[config.mk]
export PLATFORM = sky130hd
export DESIGN_NAME = imu_burst_reader
export DESIGN_NICKNAME = d
export VERILOG_FILES = /design/src/rtl/imu_burst_reader.sv
export SDC_FILE = /design/constraint.sdc
export NUM_CORES = 1
export LEC_CHECK = 0
export BUFFER_PORTS_ARGS = -buffer_cell sky130_fd_sc_hd__buf_2
export CAP_MARGIN = 20
export CORE_ASPECT_RATIO = 0.9
export CORE_MARGIN = 2
export CORE_UTILIZATION = 50
export DETAILED_ROUTE_END_ITERATION = 10
export PLACE_DENSITY = 0.73
export SLEW_MARGIN = 20
export SYNTH_ARGS = -nofsm -noshare
export SYNTH_HDL_FRONTEND = slang
export SYNTH_SLANG_ARGS = --single-unit
[constraint.sdc]
create_clock -name clk -period 7.5 [get_ports clk]
set_input_delay 0.375 -clock clk [delete_from_list [all_inputs] [get_ports clk]]
set_output_delay 0.375 -clock clk [all_outputs]
set_load 0.03 [all_outputs]
[src/rtl/imu_burst_reader.sv]
// imu_burst_reader: waits for a sensor data-ready edge, reads a burst of
// N_CH words over SPI mode 0 starting at BASE_ADDR, then streams the words
// out over a valid/ready interface, channel 0 first.
//
// Ports:
//   clk, rst        system clock, asynchronous active-high reset
//   en              block enable; low returns to IDLE and clears overrun
//   data_ready      asynchronous sensor data-ready line
//   sclk, cs_n      SPI clock (idle low) and active-low chip select
//   mosi, miso      SPI data out / in
//   msg_valid       output word valid
//   msg_ready       consumer accepts a word when high with msg_valid
//   msg_data        sensor word
//   msg_chan        channel index of msg_data
//   busy            high while a burst is being read or emitted
//   overrun         sticky: data_ready rose while busy
module imu_burst_reader #(
  parameter int unsigned CLK_DIV   = 2,
  parameter int unsigned N_CH      = 3,
  parameter int unsigned DATA_W    = 16,
  parameter logic [6:0]  BASE_ADDR = 7'h22
) (
  input  logic              clk,
  input  logic              rst,
  input  logic              en,
  input  logic              data_ready,
  output logic              sclk,
  output logic              cs_n,
  output logic              mosi,
  input  logic              miso,
  output logic              msg_valid,
  input  logic              msg_ready,
  output logic [DATA_W-1:0] msg_data,
  output logic [3:0]        msg_chan,
  output logic              busy,
  output logic              overrun
);

  localparam int unsigned TOTAL_BITS = 8 + N_CH * DATA_W;
  localparam int unsigned BUF_W      = N_CH * DATA_W;
  localparam int unsigned BC_W       = $clog2(TOTAL_BITS + 1);
  localparam int unsigned CH_W       = 4;

  localparam logic [7:0]      DIV_LAST = 8'(CLK_DIV - 1);
  localparam logic [BC_W-1:0] BIT_LAST = BC_W'(TOTAL_BITS - 1);
  localparam logic [BC_W-1:0] CMD_BITS = BC_W'(8);
  localparam logic [CH_W-1:0] CH_LAST  = CH_W'(N_CH - 1);
  localparam logic [7:0]      CMD      = {1'b1, BASE_ADDR};

  typedef enum logic [2:0] {
    S_IDLE,
    S_WAIT_DRDY,
    S_CS_SETUP,
    S_XFER,
    S_CS_HOLD,
    S_EMIT
  } state_t;

  state_t            state_q, state_d;
  logic              drdy_meta_q, drdy_meta_d;
  logic              drdy_sync_q, drdy_sync_d;
  logic              drdy_prev_q, drdy_prev_d;
  logic [7:0]        div_cnt_q, div_cnt_d;
  logic [BC_W-1:0]   bit_cnt_q, bit_cnt_d;
  logic              sclk_hi_q, sclk_hi_d;
  logic [7:0]        cmd_sr_q, cmd_sr_d;
  logic [BUF_W-1:0]  shift_q, shift_d;
  logic              sclk_q, sclk_d;
  logic              cs_n_q, cs_n_d;
  logic              mosi_q, mosi_d;
  logic              msg_valid_q, msg_valid_d;
  logic [DATA_W-1:0] msg_data_q, msg_data_d;
  logic [CH_W-1:0]   msg_chan_q, msg_chan_d;
  logic              busy_q, busy_d;
  logic              overrun_q, overrun_d;

  logic              drdy_rise;
  logic [CH_W-1:0]   sel_ch;
  logic [DATA_W-1:0] sel_word;

  assign drdy_rise = drdy_sync_q & ~drdy_prev_q;

  // Word the emitter will present next: ch 0 on entry, ch+1 while emitting.
  always_comb begin
    sel_ch   = (state_q == S_EMIT) ? CH_W'(msg_chan_q + 4'd1) : '0;
    sel_word = '0;
    for (int k = 0; k < int'(N_CH); k++) begin
      if (sel_ch == CH_W'(k)) begin
        sel_word = shift_q[(int'(N_CH) - 1 - k) * int'(DATA_W) +: DATA_W];
      end
    end
  end

  // Next-state and output logic.
  always_comb begin
    state_d     = state_q;
    drdy_meta_d = data_ready;
    drdy_sync_d = drdy_meta_q;
    drdy_prev_d = drdy_sync_q;
    div_cnt_d   = div_cnt_q;
    bit_cnt_d   = bit_cnt_q;
    sclk_hi_d   = sclk_hi_q;
    cmd_sr_d    = cmd_sr_q;
    shift_d     = shift_q;
    sclk_d      = sclk_q;
    cs_n_d      = cs_n_q;
    mosi_d      = mosi_q;
    msg_valid_d = msg_valid_q;
    msg_data_d  = msg_data_q;
    msg_chan_d  = msg_chan_q;
    overrun_d   = overrun_q;

    if (!en) begin
      // Abort anything in flight; captured words stay in the buffer.
      state_d     = S_IDLE;
      cs_n_d      = 1'b1;
      sclk_d      = 1'b0;
      sclk_hi_d   = 1'b0;
      mosi_d      = 1'b0;
      div_cnt_d   = '0;
      msg_valid_d = 1'b0;
      overrun_d   = 1'b0;
    end else begin
      if (drdy_rise && busy_q) begin
        overrun_d = 1'b1;
      end

      case (state_q)
        S_IDLE: begin
          state_d = S_WAIT_DRDY;
        end

        S_WAIT_DRDY: begin
          if (drdy_rise) begin
            state_d   = S_CS_SETUP;
            cs_n_d    = 1'b0;
            div_cnt_d = '0;
          end
        end

        S_CS_SETUP: begin
          if (div_cnt_q == DIV_LAST) begin
            state_d   = S_XFER;
            div_cnt_d = '0;
            bit_cnt_d = '0;
            sclk_hi_d = 1'b0;
            mosi_d    = CMD[7];
            cmd_sr_d  = {CMD[6:0], 1'b0};
          end else begin
            div_cnt_d = div_cnt_q + 8'd1;
          end
        end

        S_XFER: begin
          if (div_cnt_q != DIV_LAST) begin
            div_cnt_d = div_cnt_q + 8'd1;
          end else begin
            div_cnt_d = '0;
            if (!sclk_hi_q) begin
              // Rising sclk: sample miso; command-phase bits are dropped.
              sclk_d    = 1'b1;
              sclk_hi_d = 1'b1;
              if (bit_cnt_q >= CMD_BITS) begin
                shift_d = {shift_q[BUF_W-2:0], miso};
              end
            end else begin
              sclk_d    = 1'b0;
              sclk_hi_d = 1'b0;
              if (bit_cnt_q == BIT_LAST) begin
                state_d = S_CS_HOLD;
                mosi_d  = 1'b0;
              end else begin
                // Next low phase: shift out the command, zeros once drained.
                bit_cnt_d = bit_cnt_q + 1'b1;
                mosi_d    = cmd_sr_q[7];
                cmd_sr_d  = {cmd_sr_q[6:0], 1'b0};
              end
            end
          end
        end

        S_CS_HOLD: begin
          if (div_cnt_q == DIV_LAST) begin
            state_d     = S_EMIT;
            div_cnt_d   = '0;
            cs_n_d      = 1'b1;
            msg_valid_d = 1'b1;
            msg_chan_d  = '0;
            msg_data_d  = sel_word;
          end else begin
            div_cnt_d = div_cnt_q + 8'd1;
          end
        end

        S_EMIT: begin
          if (msg_valid_q && msg_ready) begin
            if (msg_chan_q == CH_LAST) begin
              msg_valid_d = 1'b0;
              state_d     = S_WAIT_DRDY;
            end else begin
              msg_chan_d = sel_ch;
              msg_data_d = sel_word;
            end
          end
        end

        default: begin
          state_d = S_IDLE;
        end
      endcase
    end

    busy_d = (state_d == S_CS_SETUP) || (state_d == S_XFER) ||
             (state_d == S_CS_HOLD)  || (state_d == S_EMIT);
  end

  // State and output registers.
  always_ff @(posedge clk or posedge rst) begin
    if (rst) begin
      state_q     <= S_IDLE;
      drdy_meta_q <= 1'b0;
      drdy_sync_q <= 1'b0;
      drdy_prev_q <= 1'b0;
      div_cnt_q   <= '0;
      bit_cnt_q   <= '0;
      sclk_hi_q   <= 1'b0;
      cmd_sr_q    <= '0;
      shift_q     <= '0;
      sclk_q      <= 1'b0;
      cs_n_q      <= 1'b1;
      mosi_q      <= 1'b0;
      msg_valid_q <= 1'b0;
      msg_data_q  <= '0;
      msg_chan_q  <= '0;
      busy_q      <= 1'b0;
      overrun_q   <= 1'b0;
    end else begin
      state_q     <= state_d;
      drdy_meta_q <= drdy_meta_d;
      drdy_sync_q <= drdy_sync_d;
      drdy_prev_q <= drdy_prev_d;
      div_cnt_q   <= div_cnt_d;
      bit_cnt_q   <= bit_cnt_d;
      sclk_hi_q   <= sclk_hi_d;
      cmd_sr_q    <= cmd_sr_d;
      shift_q     <= shift_d;
      sclk_q      <= sclk_d;
      cs_n_q      <= cs_n_d;
      mosi_q      <= mosi_d;
      msg_valid_q <= msg_valid_d;
      msg_data_q  <= msg_data_d;
      msg_chan_q  <= msg_chan_d;
      busy_q      <= busy_d;
      overrun_q   <= overrun_d;
    end
  end

  assign sclk      = sclk_q;
  assign cs_n      = cs_n_q;
  assign mosi      = mosi_q;
  assign msg_valid = msg_valid_q;
  assign msg_data  = msg_data_q;
  assign msg_chan  = msg_chan_q;
  assign busy      = busy_q;
  assign overrun   = overrun_q;

endmodule

==> reports/metrics.yaml, run 1 <==
outcome: "complete, no violations"
grt_pass1_vias: 3272
clk_latency_ns: 0.37
fmax_mhz: 336.5
stdcell_count: 582
dr.pass1.iters: 5
switching_share_pct: 24.94
report.final.slew_viol_count: 0
hpwl_mm: 6.197
worst-path-max-fanout: 17
critPathLaunchType: "flop"
post_drt_wl_per_cell_um: 15.77
path_cells: "inv_1, ha_1, nor2_1, nand3_1, nor2_1, o31ai_1"
io_buffers: 31
crit_arrival_ns: 3.22
max_slew_margin_pct: 32.13
clock-root-buffer: "clkbuf_8"
path_class: "flop to flop"
multi_input_area_sq_um: 2041
critical_path.most_common_cell: "nor2_1"
p_int_w: 0.0007268
yosysTopAreaCell: "dfrtp_1"
overflow: 0
final_area_sq_um: 5157
setup_violations: 0
layout_commonest_cell: "dfrtp_1"
power.density_nw_per_um2: 187.8
period_share_pct: 39.62
drt_wl_total_mm: 9.181
cts_buffers: 9
ant_nets: 0
critical_path.slowest_cell: "nor2_1"
layout.nets: 467
synth_top_area_share_pct: 52.80
combPwrFrac_pct: 4.5
drc_errors: 0
synth_fp_nets: 446
fill_cells: 802
regArea_sq_um: 2529
vdd_drop_max_mv: 0.08418
worstPathRequired_ns: 7.75
finalPower_w: 0.0009684
drive_above_1_share_pct: 19.78
hold_class: "input port to flop"
die_x_um: 106.6
finClkSkew_ns: 0.02192
p_leak_nw: 2.483
track_usage_pct: 19.33
setup_slack_ns: 4.529
rsz0062_at_grt: "false"
finalHoldViolations: 0
yosysSeqAreaShare_pct: 53.35
min_period_ns: 2.971
die_h_um: 96.37
synth_edf_count: 0
dp.cells: 565
synthCells: 434
grt_pass1_wl_mm: 15.70
yosysUniqueCellTypes: 50
avgSynthCellArea_sq_um: 10.92
cts_tree: "built"
seqPwrFrac_pct: 58.2
tightest_slew_ns: 1.014
async_flop_share_pct: 100.0
path_buf_inv: 1
grt_max_degree: 79
ys_ff_latch: 101
final_cell_mix: "dfrtp_1, nand2_1, nor2_1"
antenna_cells: 0
die-area_sq_um: 10270
area_growth_syn_to_layout_pct: 8.817
gp_congestion: 0.8670
setup_tns_ns: 0
cts-resized-gates: 0
placementRows: 33
avgViaCountPerCell: 5.742
pre_cts_slack_ns: 4.577
pwr-share-clk_pct: 37.4
start_util_pct: 51.71
io_pins: 32
vias: 3342
synth_area_sq_um: 4740
cpLargestDelayFamily: "simple AND/OR/NAND/NOR gates"
synthTopCellsByArea: "dfrtp_1, mux2_2, mux2_1"
ys_warn_count: 0
core_area_sq_um: 9166
cap_violations: 0
placed_cell_area_sq_um: 4936
end_kind: "flop"
antenna_found_initial: 0
synthFlopType: "dfrtp_1"
clkTransAtPathRegs_ns: 0.11
cts_sinks: 101
drt-initial-drc-count: 223
cpPeakStageDelay_ns: 0.78
htreeDepth: 3
power_switching_w: 0.0002415
clock_path_buffers: 2
## stage by stage
stage / utilization, % / hold WS, ns
final: 56.27 / 0.1092
after global routing: 56.27 / 0.08832
after CTS: 56.27 / 0.09389
after detailed placement: 53.85 / 0.3381
after global placement: 53.85 / 0.3378
after floorplan: - / 0.3312
## kinds of logic after synthesis
logic type	Yosys count	share of synthesized area [%]
AOI/OAI and AO/OA	108	15.47
muxes	50	11.83
adders and majority gates	6	1.584
and+or+nand+nor	134	13.99
xor gates and xnor gates	1	0.1848
DFF	101	53.35
buffers and inverters	34	3.590
## cell type report
| type | count | area share (%) |
|---|---|---|
| Clock buffer | 9 | 2.402 |
| Multi-Input combinational cell | 299 | 39.57 |
| Sequential cell | 101 | 49.03 |
| Inverter | 9 | 0.7035 |
| Clock inverter | 7 | 1.698 |
| Timing Repair Buffer | 35 | 3.639 |
| Tap cell | 122 | 2.960 |
## state kept, by name, summed over array words and instances, names as in the netlist, 3 cells and up
signal     count
shift_q       48
msg_data      16
div_cnt_q      8
bit_cnt_q      6
cmd_sr_q       6
msg_chan       4
state_q        3
## what timing repair did
action | CTS | global route
setup buffers | 0 | 0
hold endpoints to repair | 22 | 0
hold buffers | 1 | 0
## power by group through the flow
stage               Sequential [W]  Combinational, W  Clock, W
finish                    0.000563         0.0000435  0.000362
global route              0.000565         0.0000507  0.000392
CTS                       0.000563         0.0000444  0.000371
detailed placement        0.000574         0.0000437         0
global placement          0.000573         0.0000430         0
floorplan                 0.000570         0.0000356         0
## synth_stat cells (4+ instances only)
cell	number
dfrtp_1	100
nand2_1	44
nor2_1	33
a21oi_1	28
mux2_2	28
mux2_1	20
o21ai_0	18
o31ai_1	18
a2bb2oi_1	17
nand3_1	16
clkbuf_1	12
inv_1	9
buf_2	7
nor3_1	7
ha_1	6
nand2b_1	5
nor2b_1	5
a21o_1	4
a31oi_1	4
## final timing paths
check	cells after the start	from	slack [ns]	endpoint
hold reg to reg	0	drdy_meta_q	0.36	drdy_prev_d
max in group asynchronous	4	rst	5.74	bit_cnt_q[4]
setup / recovery	6	msg_chan[0]	4.53	msg_data[7]
hold / removal	1	data_ready	0.11	drdy_meta_q
setup reg to reg	6	msg_chan[0]	4.53	msg_data[7]
min in group asynchronous	3	rst	0.49	drdy_meta_q
## worst register-to-register path: stages (launching register included)
cell and delay [ns]:
dfrtp_1 0.48, inv_1 0.09, ha_1 0.35, nor2_1 0.78, nand3_1 0.76, nor2_1 0.30, o31ai_1 0.09
## layer usage
metal | vias to the layer above | GRT usage [%] | part of all wire [%]
met4 | 0 | 7.035 | 0.90
met3 | 8 | 3.859 | 3.5
li1 | 1601 | - | -
met5 | - | 0 | 0
met2 | 68 | 30.25 | 47
met1 | 1665 | 26.98 | 49
No activity file was read; power rests on OpenSTA's default activity.
==> run 2: changes to the inputs <==
--- a/config.mk
+++ b/config.mk
@@ -11,7 +11,7 @@
 export CORE_MARGIN = 2
 export CORE_UTILIZATION = 50
 export DETAILED_ROUTE_END_ITERATION = 10
-export PLACE_DENSITY = 0.73
+export PLACE_DENSITY = 0.76
 export SLEW_MARGIN = 20
 export SYNTH_ARGS = -nofsm -noshare
 export SYNTH_HDL_FRONTEND = slang
==> constraint.sdc (replaced) <==
create_clock -name clk -period 2.43 [get_ports clk]
set_input_delay 0.1215 -clock clk [delete_from_list [all_inputs] [get_ports clk]]
set_output_delay 0.1215 -clock clk [all_outputs]
set_load 0.03 [all_outputs]
==> reports/metrics.yaml, run 2 (synthesis results as in run 1) <==
clock-root-buffer: "clkbuf_8"
vdd_drop_max_mv: 0.3766
core_area_sq_um: 9166
layout.nets: 477
critPathLaunchType: "flop"
tightest_slew_ns: 0.5531
path_class: "flop to flop"
grt_pass1_wl_mm: 15.02
crit_path_start: "div_cnt_q[1]"
dp.cells: 573
switching_share_pct: 22.43
layout_commonest_cell: "dfrtp_1"
critical_path.slowest_cell: "dfrtp_1"
combPwrFrac_pct: 5.0
io_pins: 32
drive_above_1_share_pct: 21.11
final_cell_mix: "dfrtp_1, nand2_1, nor2_1"
die_x_um: 106.6
htreeDepth: 3
avgViaCountPerCell: 5.701
p_leak_nw: 2.551
setup_tns_ns: 0
cpPeakStageDelay_ns: 0.40
io_buffers: 31
drc_errors: 0
fill_cells: 781
fmax_mhz: 450.8
drt-initial-drc-count: 180
report.final.slew_viol_count: 0
finalHoldViolations: 0
placementRows: 33
rsz0062_at_grt: "false"
p_int_w: 0.002342
final_area_sq_um: 5284
min_period_ns: 2.218
cpLargestDelayFamily: "simple AND/OR/NAND/NOR gates"
finClkSkew_ns: 0.01233
regMostFlops: "shift_q"
setup_violations: 0
timing.rr.start: "div_cnt_q[1]"
postCtsSetupBuffers: 0
grt_max_degree: 79
clock_path_buffers: 2
hold_class: "input port to flop"
worst-path-max-fanout: 48
cts_tree: "built"
power.density_nw_per_um2: 571.5
clkTransAtPathRegs_ns: 0.09
outcome: "complete, no violations"
start_util_pct: 51.71
pwr-share-clk_pct: 37.8
path_buf_inv: 2
period_share_pct: 91.28
gp_congestion: 0.8640
hpwl_mm: 5.925
crit_arrival_ns: 2.46
worstPathRequired_ns: 2.67
cts_buffers: 9
track_usage_pct: 18.52
cts_sinks: 101
die-area_sq_um: 10270
largest_register_ff_count: 48
antenna_cells: 0
post_drt_wl_per_cell_um: 15.09
clk_latency_ns: 0.37
finalPower_w: 0.003020
end_kind: "flop"
vias: 3369
power_switching_w: 0.0006774
path_cells: "inv_1, ha_1, nor3b_2, nand2_2, nor4_4, buf_12, mux2_2"
grt_pass1_vias: 3072
placed_cell_area_sq_um: 5035
antenna_found_initial: 0
die_h_um: 96.37
utilization_pct: 57.64
holdCritStartpoint: "en"
overflow: 0
seqPwrFrac_pct: 57.2
drt_wl_total_mm: 8.918
cap_violations: 0
max_slew_margin_pct: 63.13
stdcell_count: 591
area_growth_syn_to_layout_pct: 11.48
dr.pass1.iters: 4
ant_nets: 0
[run 2: cell count changes in the layout (fill, tap and decap cells not counted), moves of 2 or more]
cell           previous run  this run
buf_12                    0         3
buf_4                     3         8
clkbuf_8                  9        13
dlygate4sd3_1             1         3
inv_6                     3         1
[run 2: layout make-up]
cell class / count / area, sq um / area share (%)
Tap cell: 122 / 152.6 / 2.889
Clock buffer: 13 / 178.9 / 3.386
Clock inverter: 2 / 38.79 / 0.7341
Multi-Input combinational cell: 299 / 2042 / 38.65
Inverter: 9 / 37.54 / 0.7104
Timing Repair Buffer: 45 / 305.3 / 5.778
Sequential cell: 101 / 2529 / 47.86
[run 2: per-layer routing]
layer  GRT usage, %  part of all wire, %  wire length (um)  vias up
met5              0                    0                 0        -
met4          6.818                  1.1               100        0
met1          26.12                   49              4358     1685
met2          28.03                   47              4165       48
met3          4.401                  3.3               293        8
li1               -                    -                 -     1628
[run 2: power by group through the flow]
stage                     Clock (W)  Combinational, W  Sequential (W)
after global routing        0.00124          0.000171         0.00173
after floorplan                   0          0.000110         0.00176
final                       0.00114          0.000151         0.00173
after global placement            0          0.000146         0.00176
after detailed placement          0          0.000150         0.00176
after CTS                   0.00118          0.000154         0.00173
[run 2: final timing paths]
kind,slack (ns),depth (start not counted),to
min reg2reg,0.37,0,drdy_prev_d
max reg2reg,0.21,7,shift_q[34]
min,0.05,2,cs_n
min in group asynchronous,0.35,3,state_q[1]
max in group asynchronous,1.33,4,msg_chan[2]
max,0.21,7,shift_q[34]
[run 2: repair_timing]
item                                    in CTS  in global routing
hold buffers                                 3                  0
endpoints found under the setup margin       0                  8
endpoints found under the hold margin       24                  0
gates resized for setup                      0                  1
[run 2: per-stage QoR]
stage	hold slack (ns)	worst slack, ns
4_1_cts	0.02694	0.1260
3_3_place_gp	0.1935	0.2334
5_1_grt	0.05399	0.09373
3_5_place_dp	0.1969	0.1263
2_1_floorplan	0.1529	0.2443
6_report	0.04947	0.2118
==> run 3: changes to the inputs <==
--- a/config.mk
+++ b/config.mk
@@ -5,13 +5,14 @@
 export SDC_FILE = /design/constraint.sdc
 export NUM_CORES = 1
 export LEC_CHECK = 0
-export BUFFER_PORTS_ARGS = -buffer_cell sky130_fd_sc_hd__buf_2
-export CAP_MARGIN = 20
+export CAP_MARGIN = 15
 export CORE_ASPECT_RATIO = 0.9
 export CORE_MARGIN = 2
 export CORE_UTILIZATION = 50
+export CTS_BUF_LIST = sky130_fd_sc_hd__clkbuf_4 sky130_fd_sc_hd__clkbuf_8
 export DETAILED_ROUTE_END_ITERATION = 10
-export PLACE_DENSITY = 0.76
+export DONT_BUFFER_PORTS = 1
+export PLACE_DENSITY = 0.73
 export SLEW_MARGIN = 20
 export SYNTH_ARGS = -nofsm -noshare
 export SYNTH_HDL_FRONTEND = slang
==> reports/metrics.yaml, run 3 (synthesis results as in run 1) <==
outcome: "complete, no violations"
utilization_pct: 56.17
fill_cells: 791
drc_errors: 0
die-area_sq_um: 10270
p_leak_nw: 2.400
final_area_sq_um: 5149
drive_above_1_share_pct: 16.37
worst-path-max-fanout: 16
drt-met1-wl_mm: 4.355
dr.pass1.iters: 4
vdd_drop_max_mv: 0.3260
dr_wl_met2_mm: 4.429
post_drt_wl_per_cell_um: 16.31
grt_pass1_vias: 3202
drt_wl_total_mm: 9.264
report.final.slew_viol_count: 0
ant_nets: 0
htreeDepth: 3
placed_cell_area_sq_um: 4917
cts_buffers: 9
grt_pass1_wl_mm: 15.68
pre_cts_slack_ns: 0.2587
layout_commonest_cell: "dfrtp_1"
crit_arrival_ns: 2.45
clock-root-buffer: "clkbuf_8"
clk_latency_ns: 0.37
die_h_um: 96.37
finalHoldViolations: 0
final_cell_mix: "dfrtp_1, nand2_1, nor2_1"
highest_layer: "met4"
drt-initial-drc-count: 216
vias: 3317
power.density_nw_per_um2: 558.7
ff2ff_path_depth: 7
die_x_um: 106.6
max_slew_margin_pct: 64.39
setup_slack_ns: 0.2409
timing.rr.start: "msg_chan[0]"
wl_met3_um: 364
start_util_pct: 51.71
tightest_slew_ns: 0.5341
setup_tns_ns: 0
postCtsSetupBuffers: 0
min_period_ns: 2.189
io_pins: 32
cap_violations: 0
r2r-end: "msg_data[10]"
track_usage_pct: 19.38
finClkSkew_ns: 0.01804
antenna_cells: 0
antenna_found_initial: 0
path_class: "flop to flop"
fmax_mhz: 456.8
worstPathRequired_ns: 2.69
cts_tree: "built"
cts-resized-gates: 0
pwr-share-clk_pct: 34.7
crit_path_start: "msg_chan[0]"
cts_sinks: 101
power_switching_w: 0.0007356
finalPower_w: 0.002877
clkTransAtPathRegs_ns: 0.10
p_int_w: 0.002141
endpoint: "msg_data[10]"
hpwl_mm: 5.975
layout.nets: 453
regMostFlops: "shift_q"
seqPwrFrac_pct: 60.5
setup_violations: 0
overflow: 0
clock_path_buffers: 2
reg2reg_slack_ns: 0.24
critPathLaunchType: "flop"
area_growth_syn_to_layout_pct: 8.633
switching_share_pct: 25.57
placementRows: 33
core_area_sq_um: 9166
combPwrFrac_pct: 4.8
end_kind: "flop"
io_buffers: 0
grt_max_degree: 102
hold_class: "input port to flop"
gp_congestion: 0.7829
avgViaCountPerCell: 5.840
largest_register_ff_count: 48
rsz0062_at_grt: "false"
period_share_pct: 90.08
[run 3: per-stage QoR]
step	hold slack, ns	cells
CTS	0.005512	568
global placement	0.1530	547
finish	0.01023	568
global route	0.03799	568
detailed placement	0.1530	547
floorplan	0.1529	434
[run 3: area by class of cell]
class                   count  area [sq um]  share of cell area (%)
multi-input cells         299          2041                   39.64
well taps                 122         152.6                   2.965
flip-flops and latches    101          2529                   49.11
repair buffers             21         207.7                   4.034
clock inverters             7         57.56                   1.118
inverters                   9         37.54                  0.7290
clock buffers               9         123.9                   2.406
[run 3: worst min path at each step]
| stage | from | to | slack [ns] | depth (start not counted) |
|---|---|---|---|---|
| after floorplan | data_ready | drdy_meta_q | 0.15 | 0 |
| after global placement | data_ready | drdy_meta_q | 0.15 | 0 |
| after detailed placement | data_ready | drdy_meta_q | 0.15 | 0 |
| after CTS | en | div_cnt_q[6] | 0.006 | 3 |
| after global routing | en | div_cnt_q[6] | 0.04 | 3 |
| final | en | div_cnt_q[6] | 0.01 | 3 |
[run 3: routing by layer]
metal	GRT usage (%)	vias to the layer above
li1	-	1570
met1	26.59	1687
met2	30.68	53
met3	4.604	7
met4	6.277	0
met5	0	-
[run 3: timing repair]
action                                  in CTS  in global routing
hold endpoints to repair                   110                  0
hold buffers                                 5                  0
endpoints found under the setup margin       0                  0
[run 3: critical path, cell delays in order (launching register included)]
cell       delay, ns
dfrtp_1         0.48
ha_1            0.29
or2_2           0.31
a221oi_2        0.27
nand2_1         0.08
buf_4           0.21
a2bb2oi_1       0.15
o31ai_1         0.29
[run 3: power by group through the flow]
| stage | Clock, W | Combinational (W) | Sequential, W |
|---|---|---|---|
| finish | 0.000999 | 0.000138 | 0.00174 |
| detailed placement | 0 | 0.000133 | 0.00177 |
| floorplan | 0 | 0.000110 | 0.00176 |
| global route | 0.00109 | 0.000157 | 0.00174 |
| CTS | 0.00103 | 0.000141 | 0.00174 |
| global placement | 0 | 0.000128 | 0.00177 |
